--- src/rtl/clk_step_pkg.sv ---
// Shared encodings for the lab CPU run/step clock controller.
package clk_step_pkg;

  typedef enum logic [1:0] {
    ST_RESET = 2'b00,
    ST_HALT  = 2'b01,
    ST_RUN   = 2'b10,
    ST_STEP  = 2'b11
  } state_t;

  localparam logic [1:0] MODE_HALT = 2'b00;
  localparam logic [1:0] MODE_RUN  = 2'b01;
  localparam logic [1:0] MODE_STEP = 2'b10;

  // Prescaler compare widths selected by div_sel; 2'b11 uses SLOW_LOG2.
  localparam int K_DIV0 = 1;
  localparam int K_DIV1 = 5;
  localparam int K_DIV2 = 9;

endpackage

--- src/rtl/btn_debounce.sv ---
// Push-button conditioner: 2-flop synchroniser, stability timer and
// rising-edge pulse. While clr is high the accepted level silently follows
// the synchronised input, so a press held across clr never produces a pulse.
module btn_debounce
  import clk_step_pkg::*;
#(
  parameter int DEB_CYCLES = 600000
) (
  input  logic clk,
  input  logic rst,
  input  logic clr,
  input  logic btn,
  output logic evt
);

  localparam int CW = (DEB_CYCLES > 1) ? $clog2(DEB_CYCLES) : 1;
  localparam logic [CW-1:0] RELOAD = CW'(DEB_CYCLES - 1);

  logic          sync1;
  logic          sync2;
  logic          level;
  logic [CW-1:0] cnt;

  // Synchronise, then accept a new level after DEB_CYCLES differing samples.
  always_ff @(posedge clk) begin
    if (!rst) begin
      sync1 <= 1'b0;
      sync2 <= 1'b0;
      level <= 1'b0;
      cnt   <= '0;
      evt   <= 1'b0;
    end else begin
      sync1 <= btn;
      sync2 <= sync1;
      evt   <= 1'b0;
      if (clr) begin
        level <= sync2;
        cnt   <= RELOAD;
      end else if (sync2 == level) begin
        cnt <= RELOAD;
      end else if (cnt == '0) begin
        level <= sync2;
        cnt   <= RELOAD;
        evt   <= sync2;
      end else begin
        cnt <= cnt - 1'b1;
      end
    end
  end

endmodule

--- src/rtl/clk_step_ctrl.sv ---
// Run/step controller for the lab CPU clocking path: divided or single-step
// core enable, delayed core reset release and an enable counter.
//
//   state    | meaning
//   ---------+------------------------------------------------
//   ST_RESET | core held in reset, hold counter running
//   ST_HALT  | core out of reset, no enables issued
//   ST_RUN   | enable on every prescaler tick
//   ST_STEP  | one enable, then back to HALT
module clk_step_ctrl
  import clk_step_pkg::*;
#(
  parameter int SLOW_LOG2  = 20,
  parameter int DEB_CYCLES = 600000,
  parameter int RST_HOLD   = 16
) (
  input  logic        clk,
  input  logic        rst,
  input  logic [1:0]  mode,
  input  logic [1:0]  div_sel,
  input  logic        step_btn,
  input  logic        halt_req,
  output logic        core_en,
  output logic        core_rst_n,
  output logic [1:0]  state,
  output logic        halted,
  output logic [31:0] en_cnt
);

  localparam int HOLD_W = $clog2(RST_HOLD + 1);

  state_t                 state_q;
  state_t                 state_d;
  logic [HOLD_W-1:0]      hold_cnt;
  logic [SLOW_LOG2-1:0]   ps;
  logic [SLOW_LOG2-1:0]   mask;
  logic                   tick;
  logic                   step_evt;
  logic                   run_exit;
  logic                   en_d;
  logic                   halt_set;

  assign state = state_q;

  btn_debounce #(.DEB_CYCLES(DEB_CYCLES)) u_btn (
    .clk (clk),
    .rst (rst),
    .clr (state_q == ST_RESET),
    .btn (step_btn),
    .evt (step_evt)
  );

  // Compare mask for the selected division; tick when masked bits all ones.
  always_comb begin
    mask = '1;
    case (div_sel)
      2'b00:   mask = SLOW_LOG2'((1 << K_DIV0) - 1);
      2'b01:   mask = SLOW_LOG2'((1 << K_DIV1) - 1);
      2'b10:   mask = SLOW_LOG2'((1 << K_DIV2) - 1);
      default: mask = '1;
    endcase
    tick = ((ps & mask) == mask);
  end

  // Next state, enable qualification and sticky-halt set condition.
  always_comb begin
    state_d  = state_q;
    run_exit = halt_req || (mode != MODE_RUN);
    en_d     = 1'b0;
    halt_set = 1'b0;
    case (state_q)
      ST_RESET: begin
        if (hold_cnt == HOLD_W'(RST_HOLD)) state_d = ST_HALT;
      end
      ST_HALT: begin
        // A halt request that coincides with a run/step request wins.
        halt_set = halt_req &&
                   ((mode == MODE_RUN) || ((mode == MODE_STEP) && step_evt));
        if (!halted && !halt_req) begin
          if (mode == MODE_RUN)                     state_d = ST_RUN;
          else if ((mode == MODE_STEP) && step_evt) state_d = ST_STEP;
        end
      end
      ST_RUN: begin
        halt_set = halt_req;
        en_d     = tick && !run_exit;
        if (run_exit) state_d = ST_HALT;
      end
      ST_STEP: begin
        halt_set = halt_req;
        en_d     = 1'b1;
        state_d  = ST_HALT;
      end
      default: state_d = ST_RESET;
    endcase
  end

  // State register and registered core-facing outputs.
  always_ff @(posedge clk) begin
    if (!rst) begin
      state_q    <= ST_RESET;
      core_en    <= 1'b0;
      core_rst_n <= 1'b0;
      halted     <= 1'b0;
    end else begin
      state_q    <= state_d;
      core_en    <= en_d;
      core_rst_n <= (state_d != ST_RESET);
      if (halt_set)               halted <= 1'b1;
      else if (mode == MODE_HALT) halted <= 1'b0;
    end
  end

  // Reset hold counter and free-running prescaler (held at 0 in RESET).
  always_ff @(posedge clk) begin
    if (!rst) begin
      hold_cnt <= '0;
      ps       <= '0;
    end else begin
      if ((state_q == ST_RESET) && (hold_cnt != HOLD_W'(RST_HOLD)))
        hold_cnt <= hold_cnt + 1'b1;
      if (state_q == ST_RESET) ps <= '0;
      else                     ps <= ps + 1'b1;
    end
  end

  // Count issued enables; wraps naturally at 2^32.
  always_ff @(posedge clk) begin
    if (!rst)         en_cnt <= '0;
    else if (core_en) en_cnt <= en_cnt + 32'd1;
  end

endmodule

--- config.mk ---
export PLATFORM = sky130hd
export DESIGN_NAME = clk_step_ctrl
export DESIGN_NICKNAME = d
export VERILOG_FILES = /design/src/rtl/clk_step_pkg.sv /design/src/rtl/btn_debounce.sv /design/src/rtl/clk_step_ctrl.sv
export SDC_FILE = /design/constraint.sdc
export NUM_CORES = 1
export LEC_CHECK = 0
export CORE_MARGIN = 2
export CORE_UTILIZATION = 25
export DETAILED_ROUTE_END_ITERATION = 8
export PLACE_DENSITY = 0.47
export SETUP_SLACK_MARGIN = 0.02
export SYNTH_ARGS = -nofsm -noshare
export SYNTH_HDL_FRONTEND = slang
export SYNTH_HIERARCHICAL = 1
export SYNTH_SLANG_ARGS = --single-unit
--- constraint.sdc ---
create_clock -name clk -period 4.19 [get_ports clk]
set_input_delay 0.838 -clock clk [delete_from_list [all_inputs] [get_ports clk]]
set_output_delay 0.838 -clock clk [all_outputs]
set_load 0.02 [all_outputs]
==> impl_metrics.py, run 1 <==
metrics = {
    "synthesis": {
        "ys_types": 56,
        "synth_compound_area_share_pct": 13.1,
        "yosysMostFrequentCell": "dfxtp_1",
        "yosysSeqAreaShare_pct": 43.2,
        "ys_warn_count": 6,
        "ys_ff_latch": 86,
        "synth_top_area_share_pct": 43.2,
        "synthSimpleGateAreaFrac_pct": 28.6,
        "synth_edf_count": 0,
        "synthesis.area_mm2": 0.00399,
        "ys.flop_type": "dfxtp_1",
        "ys_top_cells_by_count": "86 x dfxtp_1, 41 x nor2_1, 39 x a21oi_1",
        "ys_top_cells_by_area": "dfxtp_1 43%, a21oi_1 4.9%, xor2_1 4.6%",
        "synth_nets": 461,
        "synth_top_area_cell": "dfxtp_1",
        "synth_mux_area_share_pct": 1.51,
        "synth_top_family_by_area": "simple AND/OR/NAND/NOR gates",
        "synthCells": 447,
        "avgSynthCellArea_um2": 8.92,
        "synth_xor_area_share_pct": 8.13,
        "async_reset_ff_share_pct": 0,
        "synth_fa_ha_area_share_pct": 1.88,
    },
    "cells_and_area": {
        "fin_nets": 501,
        "post-route-util_pct": 31.1,
        "n_antenna_cell": 0,
        "syn2layout_area_growth_pct": 22.5,
        "drive_gt1_share_pct": 6.72,
    },
    "global_route": {
        "grt_pass1_vias": 3051,
        "antenna_found_initial": 0,
        "grt_pass1_wl_um": 14800,
        "grt_max_degree": 38,
        "grt_overflow": 0,
        "track_usage_pct": 11.0,
    },
    "floorplan": {
        "num_rows": 46,
        "fp.dieArea_mm2": 0.0170,
        "coreArea_mm2": 0.0157,
        "die_y_um": 130,
        "initial_core_util_pct": 25.4,
        "ios": 45,
        "die_x_um": 130,
    },
    "clocking": {
        "clock_latency_ns": 0.34,
        "cts_tree": "done",
        "post_cts.repair.setup_buffers": 0,
        "cts-root-buf": "clkbuf_16",
        "cts_inserted_buffers": 9,
        "cts_buffer_depth": 2,
        "cts_hold_buffers": 0,
        "post_cts_resized": 0,
        "path_clk_slew_ns": 0.06,
        "clock-sinks": 86,
        "h-tree-depth": 3,
    },
    "sta": {
        "finalCriticalPeriod_ns": 2.42,
        "rsz0062_at_grt": "false",
        "relSlewSlack_pct": 31.8,
        "slew_violations": 0,
        "max_freq_mhz": 413,
        "hold_viol_final": 0,
        "setup_viol": 0,
        "fin_tns_setup_ns": 0,
        "finalWorstSetupSlack_ns": 1.77,
        "min_period_over_period_pct": 57.8,
        "clock_skew_ns": 0.00625,
        "worst_pin_slew_ns": 1.02,
    },
    "setup_path": {
        "crit_fanout": 17,
        "crit_type": "in -> reg",
        "crit_arrival_ns": 2.69,
        "worstSetupStartpointType": "input port",
        "crit_path_end_kind": "flip-flop",
        "r2r_slack_ns": 2.03,
        "cp.required_ns": 4.46,
    },
    "routing": {
        "firstDrtPassIters": 6,
        "drc_errors": 0,
        "routedWlPerCell_um": 12.5,
        "finalWirelength_um": 8870,
        "ant_nets": 0,
        "vias": 3334,
        "dr.first_iter.drc_count": 147,
        "vias_per_cell": 4.72,
    },
    "flow_run": {
        "maxCapViolCount": 0,
    },
    "power_and_ir_drop": {
        "p_per_area_mw_per_mm2": 334,
        "vdd_drop_max_v": 0.000175,
        "p_leak_nw": 1.54,
    },
    "placed_design": {
        "routabilityCongestion": 0.755,
        "dp_slack_ns": 1.37,
        "io_buffers": 44,
        "dp.final_hpwl_um": 6220,
    },
    "hold_path": {
        "hold_path.class": "reg -> reg",
    },
    "run_status": {
        "status": "complete, no violations",
    },
}
-- placed cells by master, fill, tap and decap left out, types with 3 or more instances in the layout --
cell,count
xor2_1,21
mux2i_1,6
nor2_1,41
clkinv_2,3
clkbuf_16,9
inv_1,15
a31oi_1,3
and2_1,7
o21ai_0,19
nand2_1,29
clkdlybuf4s50_1,44
nand3_1,15
xnor2_1,16
and4_1,7
dfxtp_1,86
nor4_1,8
nand2b_1,6
or4_1,15
and3_1,4
nor3_1,5
ha_1,6
or3_1,19
o31ai_1,14
a21oi_1,39
nand4_1,13
-- cells by family after synthesis --
group	Yosys count
muxes	6
xor gates and xnor gates	37
and+or+nand+nor	192
AOI/OAI and AO/OA	88
DFF	86
buffers and inverters	32
adders and majority gates	6
-- state kept, by name (all words and copies together), names as in the netlist --
| name | flops |
|---|---|
| u_btn/sync1 | 1 |
| core_rst_n | 1 |
| state | 2 |
| halted | 1 |
| u_btn/sync2 | 1 |
| ps | 20 |
| u_btn/evt | 1 |
| u_btn/cnt | 20 |
| en_cnt | 32 |
| hold_cnt | 5 |
| u_btn/level | 1 |
| core_en | 1 |
-- power breakdown --
group	internal [mW]	leakage (nW)	switching, mW	total, mW
sequential	0.828	0.699	0.0124	0.841
combinational	0.0223	0.710	0.0305	0.0528
clock	0.413	0.135	0.323	0.736
total	1.26	1.54	0.366	1.63
-- final cells by class --
class                   count  area, µm²
fillers                  1632      10800
multi-input cells         329       2120
clock inverters             4       23.8
clock buffers              11        243
flip-flops and latches     86       1720
well taps                 216        270
repair buffers             45        448
inverters                  16       60.1
-- layer usage --
layer  share of wire [%]  vias up  global-route usage [%]  wire [µm]
met5                   0        -                       0          0
met1                  52     1566                    14.7       4590
met4                 1.8        0                    4.93        161
li1                    -     1700                       -          -
met2                  42       56                    16.6       3730
met3                 4.4       12                    2.99        392
-- worst max-delay path: stages --
cell             delay (ns)
clkdlybuf4s50_1        0.84
inv_1                  0.40
a211o_1                0.47
a21oi_1                0.15
-- path summary, 6_finish.rpt --
path | start | endpoint | cells past startpoint
worst max-delay path | rst | u_btn/cnt[15] | 4
worst max register to register | u_btn/cnt[0] | u_btn/cnt[3] | 6
worst min register to register | u_btn/sync1 | u_btn/sync2 | 1
worst min-delay path | u_btn/sync1 | u_btn/sync2 | 1
-- stage by stage --
| stage | cell area [µm²] | hold slack, ns | instances | total power [mW] |
|---|---|---|---|---|
| 6_report | 4880 | 0.445 | 707 | 1.63 |
| 2_1_floorplan | 3990 | 0.412 | 447 | 0.892 |
| 3_3_place_gp | 4620 | 0.431 | 692 | 0.911 |
| 4_1_cts | 4880 | 0.447 | 707 | 1.66 |
| 5_1_grt | 4880 | 0.474 | 707 | 1.70 |
| 3_5_place_dp | 4620 | 0.433 | 692 | 0.912 |
Note: power is estimated with default switching activity, not from simulation.
==> inputs of run 2 (changes only) <==
Settings changed: PLACE_DENSITY 0.47 to 0.48.
Clock period 4.19 ns to 2.2 ns, I/O delays scaled along.
==> impl_metrics.py, run 2 (synthesis gave the netlist of run 1 again) <==
metrics = {
    "setup_path": {
        "crit_path_end_kind": "output port",
        "crit_arrival_ns": 1.52,
        "r2r_cells": 5,
        "worstPathCellList": "clkdlybuf4s50_1",
        "worstSetupStartpointType": "flip-flop",
        "slowest_delay_ns": 0.67,
        "path_buf_inv": 1,
        "critical_path.top_delay_family": "buffers and inverters",
        "crit_cells": 1,
        "crit_slowest_cell": "clkdlybuf4s50_1",
        "crit_type": "reg -> out",
        "cp.required_ns": 1.76,
        "crit_fanout": 8,
    },
    "sta": {
        "rsz0062_at_grt": "false",
        "min_period_over_period_pct": 88.9,
        "relSlewSlack_pct": 58.8,
        "max_freq_mhz": 511,
        "hold_slack_ns": 0.448,
        "hold_viol_final": 0,
        "setup_viol": 0,
        "slew_violations": 0,
        "clock_skew_ns": 0.00689,
        "worst_pin_slew_ns": 0.614,
        "fin_tns_setup_ns": 0,
        "finalCriticalPeriod_ns": 1.96,
    },
    "placed_design": {
        "io_buffers": 44,
        "dp.final_hpwl_um": 6430,
        "routabilityCongestion": 0.765,
    },
    "clocking": {
        "h-tree-depth": 3,
        "clock-sinks": 86,
        "cts-root-buf": "clkbuf_16",
        "post_cts_resized": 0,
        "cts_hold_buffers": 0,
        "cts_inserted_buffers": 9,
        "post_cts.repair.setup_buffers": 0,
        "path_clk_slew_ns": 0.06,
        "cts_buffer_depth": 2,
        "clock_latency_ns": 0.34,
        "cts_tree": "done",
    },
    "floorplan": {
        "coreArea_mm2": 0.0157,
        "die_y_um": 130,
        "ios": 45,
        "fp.dieArea_mm2": 0.0170,
        "num_rows": 46,
        "initial_core_util_pct": 25.4,
        "die_x_um": 130,
    },
    "cells_and_area": {
        "largestRegisters": "en_cnt (32), ps (20), u_btn/cnt (20)",
        "final_cell_mix": "86 x dfxtp_1, 44 x clkdlybuf4s50_1, 41 x nor2_1",
        "syn2layout_area_growth_pct": 26.4,
        "regMostFlops": "en_cnt",
        "drive_gt1_share_pct": 9.15,
        "final_common_cell": "dfxtp_1",
        "largest_reg_flops": 32,
        "fin_nets": 512,
        "n_antenna_cell": 0,
        "num-fill-cells": 1648,
    },
    "routing": {
        "routedWlPerCell_um": 12.5,
        "dr.first_iter.drc_count": 130,
        "vias": 3361,
        "ant_nets": 0,
        "finalWirelength_um": 8990,
        "drc_errors": 0,
        "vias_per_cell": 4.67,
        "firstDrtPassIters": 4,
    },
    "global_route": {
        "grt_pass1_wl_um": 15100,
        "track_usage_pct": 11.3,
        "grt_max_degree": 30,
        "antenna_found_initial": 0,
        "grt_pass1_vias": 3193,
        "grt_overflow": 0,
    },
    "hold_path": {
        "hold_path_depth": 1,
        "hold_path.class": "reg -> reg",
    },
    "power_and_ir_drop": {
        "vdd_drop_max_v": 0.000399,
        "p_per_area_mw_per_mm2": 675,
        "p_leak_nw": 1.63,
    },
    "run_status": {
        "status": "complete, no violations",
    },
    "flow_run": {
        "maxCapViolCount": 0,
    },
}
## run 2: changes by cell type in the layout (fill, tap and decap cells not counted), sizes merged
cell	before	now
bufinv	0	2
clkbuf	11	13
clkinv	4	1
buf	1	12
## run 2: stage by stage
step           std cells  setup WS [ns]  cell area (µm²)  util (%)  total power [mW]
2_1_floorplan        447          0.400             3990         -              1.70
3_3_place_gp         703          0.182             4700      29.9              1.74
3_5_place_dp         703          0.109             4700      29.9              1.74
4_1_cts              719         0.0973             5040      32.1              3.48
5_1_grt              719          0.163             5040      32.1              3.57
6_report             719          0.243             5040      32.1              3.40
## run 2: cell type report
type / instances / area (µm²) / area share [%]
inverter: 16 / 60.1 / 1.19
multi-input combinational: 329 / 2120 / 42.1
tap: 216 / 270 / 5.36
clock buffer: 13 / 270 / 5.36
sequential: 86 / 1720 / 34.2
timing repair buffer: 56 / 531 / 10.5
clock inverter: 3 / 65.1 / 1.29
## run 2: worst paths after layout
path / end / slack [ns] / from
min: u_btn/sync2 / 0.45 / u_btn/sync1
max: en_cnt[7] / 0.24 / en_cnt[7]
max reg2reg: ps[16] / 0.37 / ps[0]
min reg2reg: u_btn/sync2 / 0.45 / u_btn/sync1
## run 2: layer usage
layer / up-vias / track usage (%) / wire length [µm]
met3: 8 / 4.22 / 394
met4: 0 / 3.04 / 104
met5: - / 0 / 0
met1: 1581 / 14.2 / 4380
li1: 1719 / - / -
met2: 53 / 18.4 / 4110
## run 2: where the power goes
group | internal [mW] | switching [mW]
clock network | 1.09 | 0.608
logic | 0.0475 | 0.0593
registers | 1.58 | 0.0230
total | 2.71 | 0.690
==> inputs of run 3 (changes only) <==
Settings changed: CORE_MARGIN 2 to 4, PLACE_DENSITY 0.48 to not set.
==> impl_metrics.py, run 3 (synthesis gave the netlist of run 1 again) <==
metrics = {
    "sta": {
        "finalCriticalPeriod_ns": 1.89,
        "slew_violations": 0,
        "fin_tns_setup_ns": 0,
        "relSlewSlack_pct": 60.3,
        "min_period_over_period_pct": 86.1,
        "max_freq_mhz": 528,
        "setup_viol": 0,
        "hold_viol_final": 0,
        "clock_skew_ns": 0.0102,
        "worst_pin_slew_ns": 0.590,
        "rsz0062_at_grt": "false",
    },
    "floorplan": {
        "fp.dieArea_mm2": 0.0180,
        "ios": 45,
        "coreArea_mm2": 0.0154,
        "die_y_um": 134,
        "initial_core_util_pct": 25.8,
        "num_rows": 45,
        "die_x_um": 134,
    },
    "setup_path": {
        "crit_arrival_ns": 1.45,
        "r2r_cells": 4,
        "worstSetupStartpointType": "flip-flop",
        "slowest_delay_ns": 0.66,
        "crit_type": "reg -> out",
        "crit_path_end_kind": "output port",
        "crit_path_start": "state[1]",
        "path_buf_inv": 1,
        "r2r-start": "en_cnt[3]",
        "worstPathCellList": "clkdlybuf4s50_1",
        "critPathCapture": "state[1]",
        "r2r_slack_ns": 0.32,
        "crit_cells": 1,
        "critical_path.top_delay_family": "buffers and inverters",
        "cp.required_ns": 1.76,
        "crit_fanout": 8,
        "crit_slowest_cell": "clkdlybuf4s50_1",
        "r2r_end": "en_cnt[27]",
    },
    "clocking": {
        "cts_inserted_buffers": 9,
        "cts_tree": "done",
        "clock_latency_ns": 0.34,
        "post_cts.repair.setup_buffers": 0,
        "cts_hold_buffers": 0,
        "cts-root-buf": "clkbuf_16",
        "cts_buffer_depth": 2,
        "path_clk_slew_ns": 0.06,
        "h-tree-depth": 3,
        "clock-sinks": 86,
    },
    "global_route": {
        "grt_pass1_wl_um": 15200,
        "grt_pass1_vias": 3284,
        "grt_overflow": 0,
        "grt_max_degree": 34,
        "track_usage_pct": 10.1,
        "antenna_found_initial": 0,
    },
    "routing": {
        "finalWirelength_um": 9140,
        "firstDrtPassIters": 4,
        "dr.first_iter.drc_count": 193,
        "vias": 3458,
        "routedWlPerCell_um": 12.8,
        "drc_errors": 0,
        "vias_per_cell": 4.86,
        "ant_nets": 0,
    },
    "power_and_ir_drop": {
        "p_per_area_mw_per_mm2": 656,
        "seqPwrFrac_pct": 48.9,
        "p_clk_share_pct": 47.9,
        "p_comb_share_pct": 3.2,
        "p_leak_nw": 1.60,
        "p_sw_share_pct": 22.4,
        "internal_power_mw": 2.54,
        "vdd_drop_max_v": 0.000350,
        "p_sw_mw": 0.734,
    },
    "cells_and_area": {
        "num-fill-cells": 1606,
        "fin_area_mm2": 0.00499,
        "final_common_cell": "dfxtp_1",
        "syn2layout_area_growth_pct": 25.2,
        "n_antenna_cell": 0,
        "drive_gt1_share_pct": 8.98,
        "final_cell_mix": "86 x dfxtp_1, 44 x clkdlybuf4s50_1, 41 x nor2_1",
        "largest_reg_flops": 32,
        "largestRegisters": "en_cnt (32), ps (20), u_btn/cnt (20)",
        "regMostFlops": "en_cnt",
        "fin_nets": 510,
    },
    "flow_run": {
        "maxCapViolCount": 0,
    },
    "placed_design": {
        "dpl-instance-area_mm2": 0.00468,
        "dp.final_hpwl_um": 6510,
        "routabilityCongestion": 0.786,
        "io_buffers": 44,
    },
    "hold_path": {
        "worstHoldStart": "u_btn/sync1",
        "hold_path.class": "reg -> reg",
    },
    "run_status": {
        "status": "complete, no violations",
    },
}
## run 3: cell type report
type	instances	area, µm²	area share (%)
Tap cell	211	264	5.29
Multi-Input combinational cell	329	2120	42.5
Sequential cell	86	1720	34.5
Clock buffer	10	239	4.79
Clock inverter	6	68.8	1.38
Inverter	16	60.1	1.20
Timing Repair Buffer	54	515	10.3
## run 3: worst min-delay path by stage
| stage | slack [ns] | to | cells past startpoint |
|---|---|---|---|
| 2_1_floorplan | 0.41 | u_btn/sync2 | 1 |
| 3_3_place_gp | 0.43 | u_btn/sync2 | 1 |
| 3_5_place_dp | 0.44 | u_btn/sync2 | 1 |
| 4_1_cts | 0.45 | u_btn/sync2 | 1 |
| 5_1_grt | 0.46 | u_btn/sync2 | 1 |
| 6_report | 0.45 | u_btn/sync2 | 1 |
## run 3: per-layer routing
layer | vias up | track usage [%] | wire length (µm)
met5 | - | 0 | 0
met4 | 0 | 3.05 | 65
met3 | 8 | 3.11 | 486
met2 | 69 | 17.6 | 4520
met1 | 1656 | 12.0 | 4070
li1 | 1725 | - | -
## run 3: power by group through the flow
stage                     combinational, mW  sequential, mW  clock (mW)
final                                 0.106            1.60        1.57
after global routing                  0.118            1.60        1.67
after CTS                             0.107            1.60        1.61
after detailed placement              0.107            1.64           0
after global placement                0.101            1.63           0
after floorplan                      0.0686            1.63           0
## run 3: metrics by stage
stage | power (mW) | instances | util, % | hold WS (ns) | setup WS [ns]
3_3_place_gp | 1.74 | 696 | 30.3 | 0.432 | 0.180
5_1_grt | 3.40 | 712 | 32.4 | 0.457 | 0.128
2_1_floorplan | 1.70 | 447 | - | 0.412 | 0.400
3_5_place_dp | 1.74 | 696 | 30.3 | 0.441 | 0.104
4_1_cts | 3.32 | 712 | 32.3 | 0.454 | 0.105
6_report | 3.28 | 712 | 32.4 | 0.448 | 0.307
## run 3: repair_timing
item,in CTS,in global routing
gates resized for setup,0,1
hold endpoints to repair,0,0
setup endpoints to repair,0,11
